`config.mk`:
```
export PLATFORM = sky130hd
export DESIGN_NAME = uart_rx_param_flat
export DESIGN_NICKNAME = d
export VERILOG_FILES = /design/src/rtl/uart_pkg.sv /design/src/rtl/uart_rx_param_if.sv /design/src/rtl/uart_bit_sampler.sv /design/src/rtl/uart_rx_param.sv /design/src/flat_wrapper.sv
export SDC_FILE = /design/constraint.sdc
export NUM_CORES = 1
export LEC_CHECK = 0
export BUFFER_PORTS_ARGS = -buffer_cell sky130_fd_sc_hd__clkbuf_2
export CORE_UTILIZATION = 53
export CTS_CLUSTER_SIZE = 40
export DETAILED_ROUTE_END_ITERATION = 12
export GPL_ROUTABILITY_DRIVEN = 0
export PLACE_DENSITY = 0.75
export SLEW_MARGIN = 20
export SYNTH_ARGS = -nofsm -noshare
export SYNTH_HDL_FRONTEND = slang
export SYNTH_SLANG_ARGS = --single-unit
```
`constraint.sdc`:
```
create_clock -name i_clk -period 1.9 [get_ports i_clk]
set_clock_uncertainty 0.15 [all_clocks]
set_input_delay 0.095 -clock i_clk [delete_from_list [all_inputs] [get_ports i_clk]]
set_output_delay 0.095 -clock i_clk [all_outputs]
set_load 0.02 [all_outputs]
```
`src/rtl/uart_pkg.sv`:
```
`default_nettype none
// ============================================================================
// uart_pkg
// Shared parity modes, receiver state encoding and baud mid-point helper.
// Revision: 1.0
// ============================================================================
package uart_pkg;

  localparam int PAR_NONE = 0;
  localparam int PAR_EVEN = 1;
  localparam int PAR_ODD  = 2;

  typedef enum logic [2:0] {
    ST_IDLE   = 3'd0,
    ST_START  = 3'd1,
    ST_DATA   = 3'd2,
    ST_PARITY = 3'd3,
    ST_STOP   = 3'd4
  } state_t;

  function automatic int mid_of(input int clk_div);
    return clk_div / 2;
  endfunction

endpackage
`default_nettype wire

```
`src/rtl/uart_rx_param_if.sv`:
```
`default_nettype none
// ============================================================================
// uart_rx_param_if
// Received-word valid/ready bus with error and overrun flags.
// Revision: 1.0
// ============================================================================
interface uart_rx_param_if #(
  parameter int p_DATA_BITS = 8
);

  logic [p_DATA_BITS-1:0] data;
  logic                   valid;
  logic                   ready;
  logic                   parity_err;
  logic                   frame_err;
  logic                   overrun;

  modport master (
    output data, valid, parity_err, frame_err, overrun,
    input  ready
  );

  modport slave (
    input  data, valid, parity_err, frame_err, overrun,
    output ready
  );

endinterface
`default_nettype wire

```
`src/rtl/uart_bit_sampler.sv`:
```
`default_nettype none
// ============================================================================
// uart_bit_sampler
// rx synchroniser, baud counter and 3-sample majority with decide/wrap strobes.
// Revision: 1.0
// ============================================================================
module uart_bit_sampler
  import uart_pkg::*;
#(
  parameter int p_CLK_DIV = 104
) (
  input  logic i_clk,
  input  logic i_rst,
  input  logic i_rx,
  input  logic i_run,
  output logic o_rx_s,
  output logic o_bit,
  output logic o_decide,
  output logic o_wrap
);

  localparam int c_CNT_W = $clog2(p_CLK_DIV);
  localparam int c_MID   = mid_of(p_CLK_DIV);

  localparam logic [c_CNT_W-1:0] c_S0   = c_CNT_W'(c_MID - 1);
  localparam logic [c_CNT_W-1:0] c_S1   = c_CNT_W'(c_MID);
  localparam logic [c_CNT_W-1:0] c_DEC  = c_CNT_W'(c_MID + 1);
  localparam logic [c_CNT_W-1:0] c_LAST = c_CNT_W'(p_CLK_DIV - 1);

  logic [1:0]         r_sync;
  logic [c_CNT_W-1:0] r_cnt;
  logic               r_s0;
  logic               r_s1;
  logic               w_rx_s;

  assign w_rx_s = r_sync[1];

  always_ff @(posedge i_clk or posedge i_rst) begin
    if (i_rst) begin
      r_sync <= 2'b11;
      r_cnt  <= '0;
      r_s0   <= 1'b1;
      r_s1   <= 1'b1;
    end else begin
      r_sync <= {r_sync[0], i_rx};
      // Held at zero while idle so the first START cycle sees count 0
      if (!i_run || (r_cnt == c_LAST)) begin
        r_cnt <= '0;
      end else begin
        r_cnt <= r_cnt + 1'b1;
      end
      if (i_run && (r_cnt == c_S0)) r_s0 <= w_rx_s;
      if (i_run && (r_cnt == c_S1)) r_s1 <= w_rx_s;
    end
  end

  // Third sample is the live value at the decision count
  assign o_bit    = (r_s0 & r_s1) | (r_s0 & w_rx_s) | (r_s1 & w_rx_s);
  assign o_rx_s   = w_rx_s;
  assign o_decide = i_run && (r_cnt == c_DEC);
  assign o_wrap   = i_run && (r_cnt == c_LAST);

endmodule
`default_nettype wire

```
`src/rtl/uart_rx_param.sv`:
```
`default_nettype none
// ============================================================================
// uart_rx_param
// Parametrised UART receiver: frame FSM, parity/stop checks, output register.
// Revision: 1.0
// ============================================================================
module uart_rx_param
  import uart_pkg::*;
#(
  parameter int p_CLK_DIV   = 104,
  parameter int p_DATA_BITS = 8,
  parameter int p_PARITY    = 0,
  parameter int p_STOP_BITS = 1
) (
  input  logic              i_clk,
  input  logic              i_rst,
  input  logic              i_rx,
  uart_rx_param_if.master   rx_bus
);

  localparam int c_IDX_W  = $clog2(p_DATA_BITS + 1);
  localparam bit c_HAS_PAR = (p_PARITY != PAR_NONE);

  localparam logic [c_IDX_W-1:0] c_NDATA     = c_IDX_W'(p_DATA_BITS);
  localparam logic [c_IDX_W-1:0] c_LAST_STOP = c_IDX_W'(p_STOP_BITS - 1);

  state_t                 r_state;
  logic [c_IDX_W-1:0]     r_idx;
  logic [p_DATA_BITS-1:0] r_shift;
  logic [p_DATA_BITS-1:0] r_data;
  logic                   r_valid;
  logic                   r_perr;
  logic                   r_ferr;
  logic                   r_parity_err;
  logic                   r_frame_err;
  logic                   r_overrun;
  logic                   r_armed;

  logic w_run;
  logic w_rx_s;
  logic w_bit;
  logic w_decide;
  logic w_wrap;
  logic w_odd;
  logic w_par_exp;
  logic w_complete;
  logic w_ferr_final;

  assign w_run        = (r_state != ST_IDLE);
  assign w_odd        = (p_PARITY == PAR_ODD);
  assign w_par_exp    = (^r_shift) ^ w_odd;
  assign w_complete   = (r_state == ST_STOP) && w_decide && (r_idx == c_LAST_STOP);
  assign w_ferr_final = r_ferr | ~w_bit;

  uart_bit_sampler #(
    .p_CLK_DIV (p_CLK_DIV)
  ) u_sampler (
    .i_clk    (i_clk),
    .i_rst    (i_rst),
    .i_rx     (i_rx),
    .i_run    (w_run),
    .o_rx_s   (w_rx_s),
    .o_bit    (w_bit),
    .o_decide (w_decide),
    .o_wrap   (w_wrap)
  );

  always_ff @(posedge i_clk or posedge i_rst) begin
    if (i_rst) begin
      r_state      <= ST_IDLE;
      r_idx        <= '0;
      r_shift      <= '0;
      r_data       <= '0;
      r_valid      <= 1'b0;
      r_perr       <= 1'b0;
      r_ferr       <= 1'b0;
      r_parity_err <= 1'b0;
      r_frame_err  <= 1'b0;
      r_overrun    <= 1'b0;
      r_armed      <= 1'b1;
    end else begin
      if (r_valid && rx_bus.ready) begin
        r_valid   <= 1'b0;
        r_overrun <= 1'b0;
      end
      // A completion coinciding with a handshake reloads and keeps valid high
      if (w_complete) begin
        if (!r_valid || rx_bus.ready) begin
          r_data       <= r_shift;
          r_parity_err <= r_perr;
          r_frame_err  <= w_ferr_final;
          r_valid      <= 1'b1;
        end else begin
          r_overrun <= 1'b1;
        end
      end

      case (r_state)
        ST_IDLE: begin
          if (w_rx_s) begin
            r_armed <= 1'b1;
          end else if (r_armed) begin
            r_state <= ST_START;
            r_idx   <= '0;
            r_perr  <= 1'b0;
            r_ferr  <= 1'b0;
          end
        end
        ST_START: begin
          if (w_decide && w_bit) begin
            r_state <= ST_IDLE;
          end else if (w_wrap) begin
            r_state <= ST_DATA;
          end
        end
        ST_DATA: begin
          // LSB arrives first, so it ends up in bit 0 after the last shift
          if (w_decide) begin
            r_shift <= {w_bit, r_shift[p_DATA_BITS-1:1]};
            r_idx   <= r_idx + 1'b1;
          end
          if (w_wrap && (r_idx == c_NDATA)) begin
            r_idx <= '0;
            if (c_HAS_PAR) r_state <= ST_PARITY;
            else           r_state <= ST_STOP;
          end
        end
        ST_PARITY: begin
          if (w_decide && (w_bit != w_par_exp)) r_perr <= 1'b1;
          if (w_wrap) r_state <= ST_STOP;
        end
        ST_STOP: begin
          if (w_decide) begin
            if (!w_bit) r_ferr <= 1'b1;
            if (r_idx == c_LAST_STOP) begin
              // Disarm so a held-low break line cannot start a new frame
              r_state <= ST_IDLE;
              r_armed <= 1'b0;
            end else begin
              r_idx <= r_idx + 1'b1;
            end
          end
        end
        default: r_state <= ST_IDLE;
      endcase
    end
  end

  assign rx_bus.data       = r_data;
  assign rx_bus.valid      = r_valid;
  assign rx_bus.parity_err = r_parity_err;
  assign rx_bus.frame_err  = r_frame_err;
  assign rx_bus.overrun    = r_overrun;

endmodule
`default_nettype wire

```
`src/flat_wrapper.sv`:
```
// flat-port wrapper written by rule: the top's interface ports become plain ports
module uart_rx_param_flat import uart_pkg::*;
#(
  parameter int p_CLK_DIV   = 104,
  parameter int p_DATA_BITS = 8,
  parameter int p_PARITY    = 0,
  parameter int p_STOP_BITS = 1
)
  (i_clk, i_rst, i_rx, rx_bus_data, rx_bus_valid, rx_bus_parity_err, rx_bus_frame_err, rx_bus_overrun, rx_bus_ready);
  uart_rx_param_if #(.p_DATA_BITS(p_DATA_BITS)) rx_bus_i ();
  input  logic i_clk;
  input  logic i_rst;
  input  logic i_rx;
  output wire logic [$bits(rx_bus_i.data)-1:0] rx_bus_data;
  output wire logic [$bits(rx_bus_i.valid)-1:0] rx_bus_valid;
  output wire logic [$bits(rx_bus_i.parity_err)-1:0] rx_bus_parity_err;
  output wire logic [$bits(rx_bus_i.frame_err)-1:0] rx_bus_frame_err;
  output wire logic [$bits(rx_bus_i.overrun)-1:0] rx_bus_overrun;
  input wire logic [$bits(rx_bus_i.ready)-1:0] rx_bus_ready;
  assign rx_bus_data = rx_bus_i.data;
  assign rx_bus_valid = rx_bus_i.valid;
  assign rx_bus_parity_err = rx_bus_i.parity_err;
  assign rx_bus_frame_err = rx_bus_i.frame_err;
  assign rx_bus_overrun = rx_bus_i.overrun;
  assign rx_bus_i.ready = rx_bus_ready;
  uart_rx_param #(.p_CLK_DIV(p_CLK_DIV), .p_DATA_BITS(p_DATA_BITS), .p_PARITY(p_PARITY), .p_STOP_BITS(p_STOP_BITS)) u_core (.i_clk(i_clk), .i_rst(i_rst), .i_rx(i_rx), .rx_bus(rx_bus_i));
endmodule
```
==> results list, run 1 <==
- Period utilization: 100%
- Setup repair after global routing missed its margin: yes
* Synthesized area divided by synthesized cell count: 11.7 um^2
* Category of the critical setup timing path: register to register
* Number of top-level pins: 16
- Reg2reg end: u_core.r_idx[3]$_DFFE_PP0P_
- The worst hold path belongs to the class register to register.
- CTS Sinks: 41
- Final HPWL from detailed placement: 2880 um
- The worst register-to-register path has a depth of 6.
- Run status: finished clean
- Measured along the x axis, the die boundary spans 64.3 um.
* Final #Nets: 233
- Share of flip-flops with an asynchronous set or reset: 100%
- Htree depth: 2
* P_leak: 1.22 nW
- Synth Cell Area: 0.00205 mm^2
- Distinct cell type count of the synthesized netlist: 49
* TritonCTS clock tree: done
- The core region is 0.00369 mm^2.
* Min-delay src: u_core.u_sampler.r_sync[0]$_DFF_PP1_
* Post-layout min period: 1900 ps
- Number of failing setup endpoints in the final timing report: 0
* Number of vias after detailed routing: 1,567
* Overall overflow remaining after global route: 0
- Layout cell share with drive strength beyond 1: 41.8%
- Reg2Reg Setup Slack: 0.3 ps
- In the routed design, unresolved DRC markers number 0.
- Critical path capture point type: register
- For this run, the detailed router's first-pass iteration total came to 4.
* Register area share after synthesis: 50.2%
* Via count of the first global-routing pass: 1,518
- After detailed routing, the number of vias per cell comes to 5.74.
* CP required: 1980 ps
* Largest buffer count on any clock path: 2
- Detailed Route Iter0 Violations: 128
- TritonCTS created 5 clock buffers.
- The worst pin sits at a relative slew slack of 67.0%.
* Average routed wire per standard cell: 15.9 um
- Once layout is complete, the utilization of the core stands at 69.5%.
- Count of antenna-violating nets left after detailed routing: 0
- Category of the worst setup path launch point: register
- The cell count after synthesis came out at 176.
- The count of buffers added on input and output ports is 15.
* Max Cap Viol: 0
* Starting density of the core: 55.7%
* Total wirelength of the detailed-routed design: 4350 um
- Clock-pin slew was measured on the worst setup and hold paths at 80 ps.
- Row count: 22
- Wire length of the first global-routing pass: 7140 um
- In this run the power density over the cells is 792 mW/mm^2.
- Total Neg Setup Slack: 0 ps
- Counting every net in the synthesized netlist gives 185.
- The synthesized design contains 0 enable-type register cells.
- Total GRT Usage: 23.3%
- Worst-Margin Slew: 495 ps
- The repair_antennas step left the layout with diodes totalling 0.
- Post-synthesis register bit count: 41
- Clock latency on the worst-skew pair, taken at its later pin, is 300 ps.
- The die covers 0.00413 mm^2.
- Instance count along the most critical hold path: 0
* Hold-critical path endpoint: u_core.u_sampler.r_sync[1]$_DFF_PP1_
- From bottom edge to top edge, the die measures 64.3 um.
- Number of antenna violations at the first check in global routing: 0
- Number of endpoints with negative hold slack in the final report: 0
* Highest net fanout along the worst path: 5
* Data arrival time of the critical path: 1980 ps
* Final max-slew violation count: 0
* Root buf cell: sky130_fd_sc_hd__clkbuf_8
- Maximum number of pins on one net before global-route repair: 42
- Synthesis-to-layout area growth: 24.7%
- Largest vdd supply drop: 0.617 mV
- Yosys warning total: 0
* Max Clock Freq: 0.526 GHz
- The startpoint identified for the worst register-to-register timing path is u_core.u_sampler.r_cnt[1]$_DFF_PP0_.
* Dominant register cell in the synthesized netlist: sky130_fd_sc_hd__dfrtp_1
-- logic make-up (layout without fill, tap and decap cells) --
logic type	after synthesis	count (layout)	synth area share (%)
AOI/OAI and AO/OA	28	28	9.81
DFF	41	41	50.2
and+or+nand+nor	50	51	15.5
adders and majority gates	6	6	3.53
xor gates and xnor gates	12	12	5.79
muxes	20	20	11.0
buffers and inverters	19	67	4.20
-- sequential cells by signal, indices dropped and copies added, names as in the netlist, 2 cells and up --
name                     flops
u_core.r_shift               8
u_core.rx_bus.data           8
u_core.u_sampler.r_cnt       7
u_core.r_idx                 4
u_core.r_state               3
u_core.u_sampler.r_sync      2
-- area by class of cell --
cell class                      instances  area (um^2)
Inverter                               12         45.0
Sequential cell                        41         1030
Clock buffer                            6         82.6
Tap cell                               48         60.1
Clock inverter                          2         13.8
Timing Repair Buffer                   47          330
Multi-Input combinational cell        117          998
Fill cell                             271         1130
-- metrics by stage --
| stage | instance area [um^2] | power (mW) | hold slack [ps] | cells | setup slack, ps |
|---|---|---|---|---|---|
| detailed placement | 2330 | 1.40 | 35.0 | 256 | -167 |
| global route | 2560 | 2.14 | 229 | 273 | -75.9 |
| finish | 2560 | 2.03 | 214 | 273 | 0.316 |
| global placement | 2330 | 1.38 | 35.7 | 256 | -106 |
| CTS | 2500 | 2.02 | 221 | 268 | 1.05 |
| floorplan | 2050 | 1.25 | -50.5 | 176 | 4.86 |
-- cells in the final DEF (no fill, tap or decap), types with 5 or more instances in the layout --
cell type,n
sky130_fd_sc_hd__a21oi_1,8
sky130_fd_sc_hd__buf_4,27
sky130_fd_sc_hd__clkbuf_2,15
sky130_fd_sc_hd__clkbuf_8,6
sky130_fd_sc_hd__dfrtp_1,36
sky130_fd_sc_hd__dfstp_2,5
sky130_fd_sc_hd__inv_1,11
sky130_fd_sc_hd__mux2_2,16
sky130_fd_sc_hd__nand3_1,6
sky130_fd_sc_hd__nor2_1,14
sky130_fd_sc_hd__o21ai_0,5
sky130_fd_sc_hd__xnor2_1,8
-- synthesized netlist by cell type (2+ instances only) --
cell type | instances | area share (%)
sky130_fd_sc_hd__inv_1 | 12 | 2.2
sky130_fd_sc_hd__nand3_1 | 6 | 1.5
sky130_fd_sc_hd__nor3_1 | 2 | 0.49
sky130_fd_sc_hd__xor2_1 | 3 | 1.3
sky130_fd_sc_hd__dfrtp_1 | 36 | 44
sky130_fd_sc_hd__nor2_1 | 14 | 2.6
sky130_fd_sc_hd__ha_1 | 5 | 3.0
sky130_fd_sc_hd__o31ai_1 | 3 | 1.1
sky130_fd_sc_hd__nand2_1 | 3 | 0.55
sky130_fd_sc_hd__nand3b_1 | 3 | 1.1
sky130_fd_sc_hd__clkbuf_1 | 2 | 0.37
sky130_fd_sc_hd__o21ai_0 | 6 | 1.5
sky130_fd_sc_hd__nand4b_1 | 2 | 0.85
sky130_fd_sc_hd__nand2b_1 | 4 | 1.2
sky130_fd_sc_hd__dfstp_2 | 5 | 6.4
sky130_fd_sc_hd__xnor2_1 | 8 | 3.4
sky130_fd_sc_hd__mux2_2 | 20 | 11
sky130_fd_sc_hd__a21oi_1 | 8 | 1.9
sky130_fd_sc_hd__a31oi_1 | 2 | 0.61
sky130_fd_sc_hd__buf_2 | 3 | 0.73
-- report_power, final --
| part | leakage, nW | internal, mW | switching [mW] |
|---|---|---|---|
| sequential | 0.542 | 0.934 | 0.0551 |
| combinational | 0.630 | 0.209 | 0.223 |
| clock | 0.0512 | 0.295 | 0.315 |
| total | 1.22 | 1.44 | 0.593 |
-- how the worst max path moves through the flow --
stage,startpoint,endpoint,slack (ps),depth (start not counted)
final,u_core.u_sampler.r_cnt[1]$_DFF_PP0_,u_core.r_idx[3]$_DFFE_PP0P_,0.3,6
after global routing,u_core.u_sampler.r_cnt[1]$_DFF_PP0_,u_core.r_shift[6]$_DFFE_PP0P_,-80,7
after CTS,u_core.r_idx[0]$_DFFE_PP0P_,u_core.r_idx[3]$_DFFE_PP0P_,1,6
after detailed placement,u_core.r_idx[0]$_DFFE_PP0P_,u_core.rx_bus.data[2]$_DFFE_PP0P_,-170,6
after global placement,u_core.r_idx[0]$_DFFE_PP0P_,u_core.rx_bus.data[3]$_DFFE_PP0P_,-110,6
after floorplan,u_core.r_idx[0]$_DFFE_PP0P_,u_core.rx_bus.data[0]$_DFFE_PP0P_,5,6
-- critical path, stage by stage, from the launching register on --
cell and delay, ps:
sky130_fd_sc_hd__dfrtp_1 400, sky130_fd_sc_hd__inv_2 70, sky130_fd_sc_hd__ha_1 130, sky130_fd_sc_hd__and3b_2 280, sky130_fd_sc_hd__o2111ai_4 160, sky130_fd_sc_hd__or4_4 500, sky130_fd_sc_hd__a21oi_2 140
-- timing repair --
| action | in CTS | in global routing |
|---|---|---|
| gates cloned | 1 | 0 |
| setup buffers | 0 | 5 |
| hold buffers | 3 | 0 |
| hold endpoints to repair | 38 | 0 |
| endpoints found under the setup margin | 21 | 22 |
| gates resized for setup | 9 | 9 |
| pin swaps | 1 | 3 |
-- layer usage --
layer  global-route usage (%)  share of wire [%]
met5                        0                  0
met4                     11.4                2.5
met3                     6.96                4.2
met2                     37.4                 49
met1                     28.4                 44
Power figures use the tool's default switching activity.
==> run 2, diff against run 1 <==
--- a/config.mk
+++ b/config.mk
@@ -5,12 +5,12 @@
 export SDC_FILE = /design/constraint.sdc
 export NUM_CORES = 1
 export LEC_CHECK = 0
+export ABC_AREA = 1
 export BUFFER_PORTS_ARGS = -buffer_cell sky130_fd_sc_hd__clkbuf_2
-export CORE_UTILIZATION = 53
+export CORE_UTILIZATION = 35
 export CTS_CLUSTER_SIZE = 40
 export DETAILED_ROUTE_END_ITERATION = 12
 export GPL_ROUTABILITY_DRIVEN = 0
-export PLACE_DENSITY = 0.75
 export SLEW_MARGIN = 20
 export SYNTH_ARGS = -nofsm -noshare
 export SYNTH_HDL_FRONTEND = slang
==> results list, run 2 <==
* Run status: finished clean
- Overall overflow remaining after global route: 0
- The library cell used most frequently in the layout, excluding fill and tap cells, is sky130_fd_sc_hd__nand2_1.
- In this run the worst hold path is classified as register to register.
- STA puts the critical path data required time at 1940 ps.
* Width of the die: 81.0 um
* Yosys warning total: 0
* Switching power of the nets: 0.907 mW
- Entering global routing, the biggest net connects 42 pins.
- Distinct cell type count of the synthesized netlist: 31
- Power spread over the standard cell area amounts to 1000 mW/mm^2.
- After detailed placement, the total cell area comes to 0.00237 mm^2.
* Floorplan Core Area: 0.00596 mm^2
- Along the worst hold path, the cell count comes to 0.
- Largest buffer count on any clock path: 2
- The first global-routing pass estimated 7090 um of wire.
- Net switching is 35.1% of the power.
- The clock tree synthesis step divided the H-tree into 2 levels.
- The number of hold-slack violations in the final timing report was 0.
* Share of flip-flops with an asynchronous set or reset: 100%
* Initial DRT Pass Iterations: 4
- Of the synthesized area, sequential elements account for 47.3%.
- The worst setup path is of the register to register kind.
* Sequential power share: 42.7%
* DIE HEIGHT: 81.0 um
- Worst-Margin Slew: 530 ps
* Count of antenna-violating nets left after detailed routing: 0
- Clock Latency Late Sink: 290 ps
- Count of port buffers added during placement: 15
- Counting the fill cells in the layout gives 603.
- VDD sags by at most 0.470 mV.
* Layout cell share with drive strength beyond 1: 18.9%
- The clock network accounts for 26.1% of the total power.
* Combinational fraction of design power: 31.2%
- Starting density of the core: 36.7%
- The clock net in this run drives a total of 41 sinks.
- In this run the clock root is driven by a sky130_fd_sc_hd__clkbuf_8.
- The worst pin sits at a relative slew slack of 64.7%.
- Leaving out filler cells and counting taps, the final layout contains 377.
- The via count of the first global-routing pass came to 1,654.
- The biggest area contributor in the post-synthesis netlist is sky130_fd_sc_hd__dfrtp_1.
- Die footprint: 0.00656 mm^2
- Cell count after placement: 364
- After synthesis the cells add up to 0.00218 mm^2.
* P_leak: 1.31 nW
- Dominant register cell in the synthesized netlist: sky130_fd_sc_hd__dfrtp_1
* Number of top-level pins: 16
* Combined area of the multi-input logic cells: 0.00100 mm^2
* Detailed Route Iter0 Violations: 83
- Max-cap violations in this run came to 0.
- Final max-slew violation count: 0
- After routing the design area is 0.00258 mm^2.
- Number of antenna violations at the first check in global routing: 0
- Final #Nets: 311
- TritonCTS buffer count: 5
- In the global route stage, overall resource usage came out at 13.9%.
- STA classifies the critical path startpoint as a register.
* Highest net fanout along the worst path: 8
* Register area: 0.00103 mm^2
- Synthesized area divided by synthesized cell count: 8.00 um^2
- Biggest area contributors in the synthesized netlist: sky130_fd_sc_hd__dfrtp_1 41%, sky130_fd_sc_hd__nand2_1 15%, sky130_fd_sc_hd__inv_1 6.7%, sky130_fd_sc_hd__dfstp_2 6.0%, sky130_fd_sc_hd__nor2_1 3.4%
- The number of antenna diodes in the final layout is 0.
* Post-synthesis register bit count: 41
- The cell count after synthesis came out at 273.
- Register clock-pin slew on the reported worst setup and hold paths: 80 ps
- Number of vias after detailed routing: 1,781
* List of most frequent post-synthesis cells: 86 x sky130_fd_sc_hd__nand2_1, 39 x sky130_fd_sc_hd__inv_1, 36 x sky130_fd_sc_hd__dfrtp_1
- Counting cells, the worst reg-to-reg path comes to 10.
- In the routed design, unresolved DRC markers number 0.
- Commonest non-fill, non-tap cells in the layout: 85 x sky130_fd_sc_hd__nand2_1, 38 x sky130_fd_sc_hd__inv_1, 34 x sky130_fd_sc_hd__dfrtp_1
- Max Clock Freq: 0.560 GHz
- Number of failing setup endpoints in the final timing report: 0
- sky130_fd_sc_hd__nand2_1 is the most common cell in the netlist.
- Final HPWL from detailed placement: 2990 um
* Syn Nets: 282
- In this run the core area contains 28 standard-cell rows.
* Final Worst Setup Slack: 116 ps
- Via density per instance: 4.72
- The synthesized design devotes to its leading area cell type 41.3% of total area.
- In this run, synthesis inferred 0 flip-flops with an integrated enable.
- In the final routed layout, each cell accounts on average for 11.0 um.
- TritonCTS clock tree: done
- Prior to clock tree synthesis, the placed netlist has a worst setup slack of 122 ps.
* Period utilization: 93.9%
- Post-layout min period: 1780 ps
* Internal power: 1.67 mW
* Critical path capture point type: register
* Data arrival time of the critical path: 1820 ps
- Synthesis-to-layout area growth: 18.1%
- Total wirelength of the detailed-routed design: 4140 um
run 2: changes by cell type in the layout (fill, tap and decap cells not counted), moves of 5 or more:
cell | previous run | this run
sky130_fd_sc_hd__nand2_1 | 3 | 85
sky130_fd_sc_hd__inv_1 | 11 | 38
sky130_fd_sc_hd__buf_4 | 27 | 5
sky130_fd_sc_hd__mux2_2 | 16 | 0
sky130_fd_sc_hd__o21ai_1 | 1 | 12
sky130_fd_sc_hd__o21ai_0 | 5 | 14
sky130_fd_sc_hd__nand3_1 | 6 | 12
sky130_fd_sc_hd__a21oi_1 | 8 | 3
sky130_fd_sc_hd__nor2_1 | 14 | 19
sky130_fd_sc_hd__xnor2_1 | 8 | 3
run 2: cell type report:
type / instances / area share [%]
flip-flops and latches: 41 / 40.1
multi-input cells: 188 / 39.0
repair buffers: 25 / 7.28
inverters: 41 / 5.97
well taps: 75 / 3.64
clock buffers: 5 / 2.67
clock inverters: 2 / 1.36
run 2: path summary, 6_finish.rpt:
| kind | from | slack [ps] | endpoint |
|---|---|---|---|
| max | u_core.u_sampler.r_cnt[1]$_DFF_PP0_ | 120 | u_core.rx_bus.data[0]$_DFFE_PP0P_ |
| min | u_core.u_sampler.r_sync[0]$_DFF_PP1_ | 210 | u_core.u_sampler.r_sync[1]$_DFF_PP1_ |
| max reg2reg | u_core.u_sampler.r_cnt[1]$_DFF_PP0_ | 120 | u_core.rx_bus.data[0]$_DFFE_PP0P_ |
| min reg2reg | u_core.u_sampler.r_sync[0]$_DFF_PP1_ | 210 | u_core.u_sampler.r_sync[1]$_DFF_PP1_ |
| max in group asynchronous | i_rst | 910 | u_core.r_armed$_DFFE_PP1P_ |
| min in group asynchronous | i_rst | 290 | u_core.r_shift[0]$_DFFE_PP0P_ |
run 2: repair_timing:
action | 4_1_cts | 5_1_grt
resized for setup | 0 | 10
setup endpoints to repair | 0 | 17
buffers inserted | 0 | 2
hold endpoints to repair | 39 | 0
hold buffers | 3 | 0
run 2: through the flow:
| step | TNS [ps] | power, mW | utilization [%] | hold slack [ps] |
|---|---|---|---|---|
| 2_1_floorplan | 0 | 1.65 | - | -50.5 |
| 3_3_place_gp | 0 | 1.81 | 39.7 | 34.1 |
| 3_5_place_dp | 0 | 1.83 | 39.7 | 38.7 |
| 4_1_cts | 0 | 2.53 | 42.0 | 208 |
| 5_1_grt | -7.36 | 2.76 | 43.3 | 211 |
| 6_report | 0 | 2.58 | 43.3 | 208 |
run 2: cell families after synthesis:
family	after synthesis	share of synthesized area, %
AND/OR/NAND/NOR	143	30.2
buffers and inverters	44	8.31
flip-flops	41	47.3
AO/OA/AOI/OAI	35	9.34
XOR/XNOR	5	2.01
adder cells (fa/ha/maj)	5	2.87
run 2: worst max-delay path: stages (launching register included):
cell	delay [ps]
sky130_fd_sc_hd__dfrtp_1	400
sky130_fd_sc_hd__inv_2	90
sky130_fd_sc_hd__ha_4	140
sky130_fd_sc_hd__nand3_4	80
sky130_fd_sc_hd__nor2_4	110
sky130_fd_sc_hd__nand2_4	80
sky130_fd_sc_hd__nor3_4	230
sky130_fd_sc_hd__nand2_4	120
sky130_fd_sc_hd__clkbuf_16	170
sky130_fd_sc_hd__nand2_1	50
sky130_fd_sc_hd__o21ai_1	60
run 2: metal layers:
metal  global-route usage [%]  vias to the layer above  share of wire, %
met5                        0                        -                 0
met4                     3.75                        0              0.70
met3                     3.71                        4               3.9
met2                     22.8                       33                44
met1                     18.0                      827                51
li1                         -                      917                 -
run 2: power groups by stage:
stage               Sequential, mW  Combinational [mW]  Clock (mW)
finish                        1.10               0.804       0.675
global route                  1.12               0.914       0.730
CTS                           1.09               0.736       0.702
detailed placement            1.10               0.727           0
global placement              1.10               0.715           0
floorplan                     1.08               0.572           0
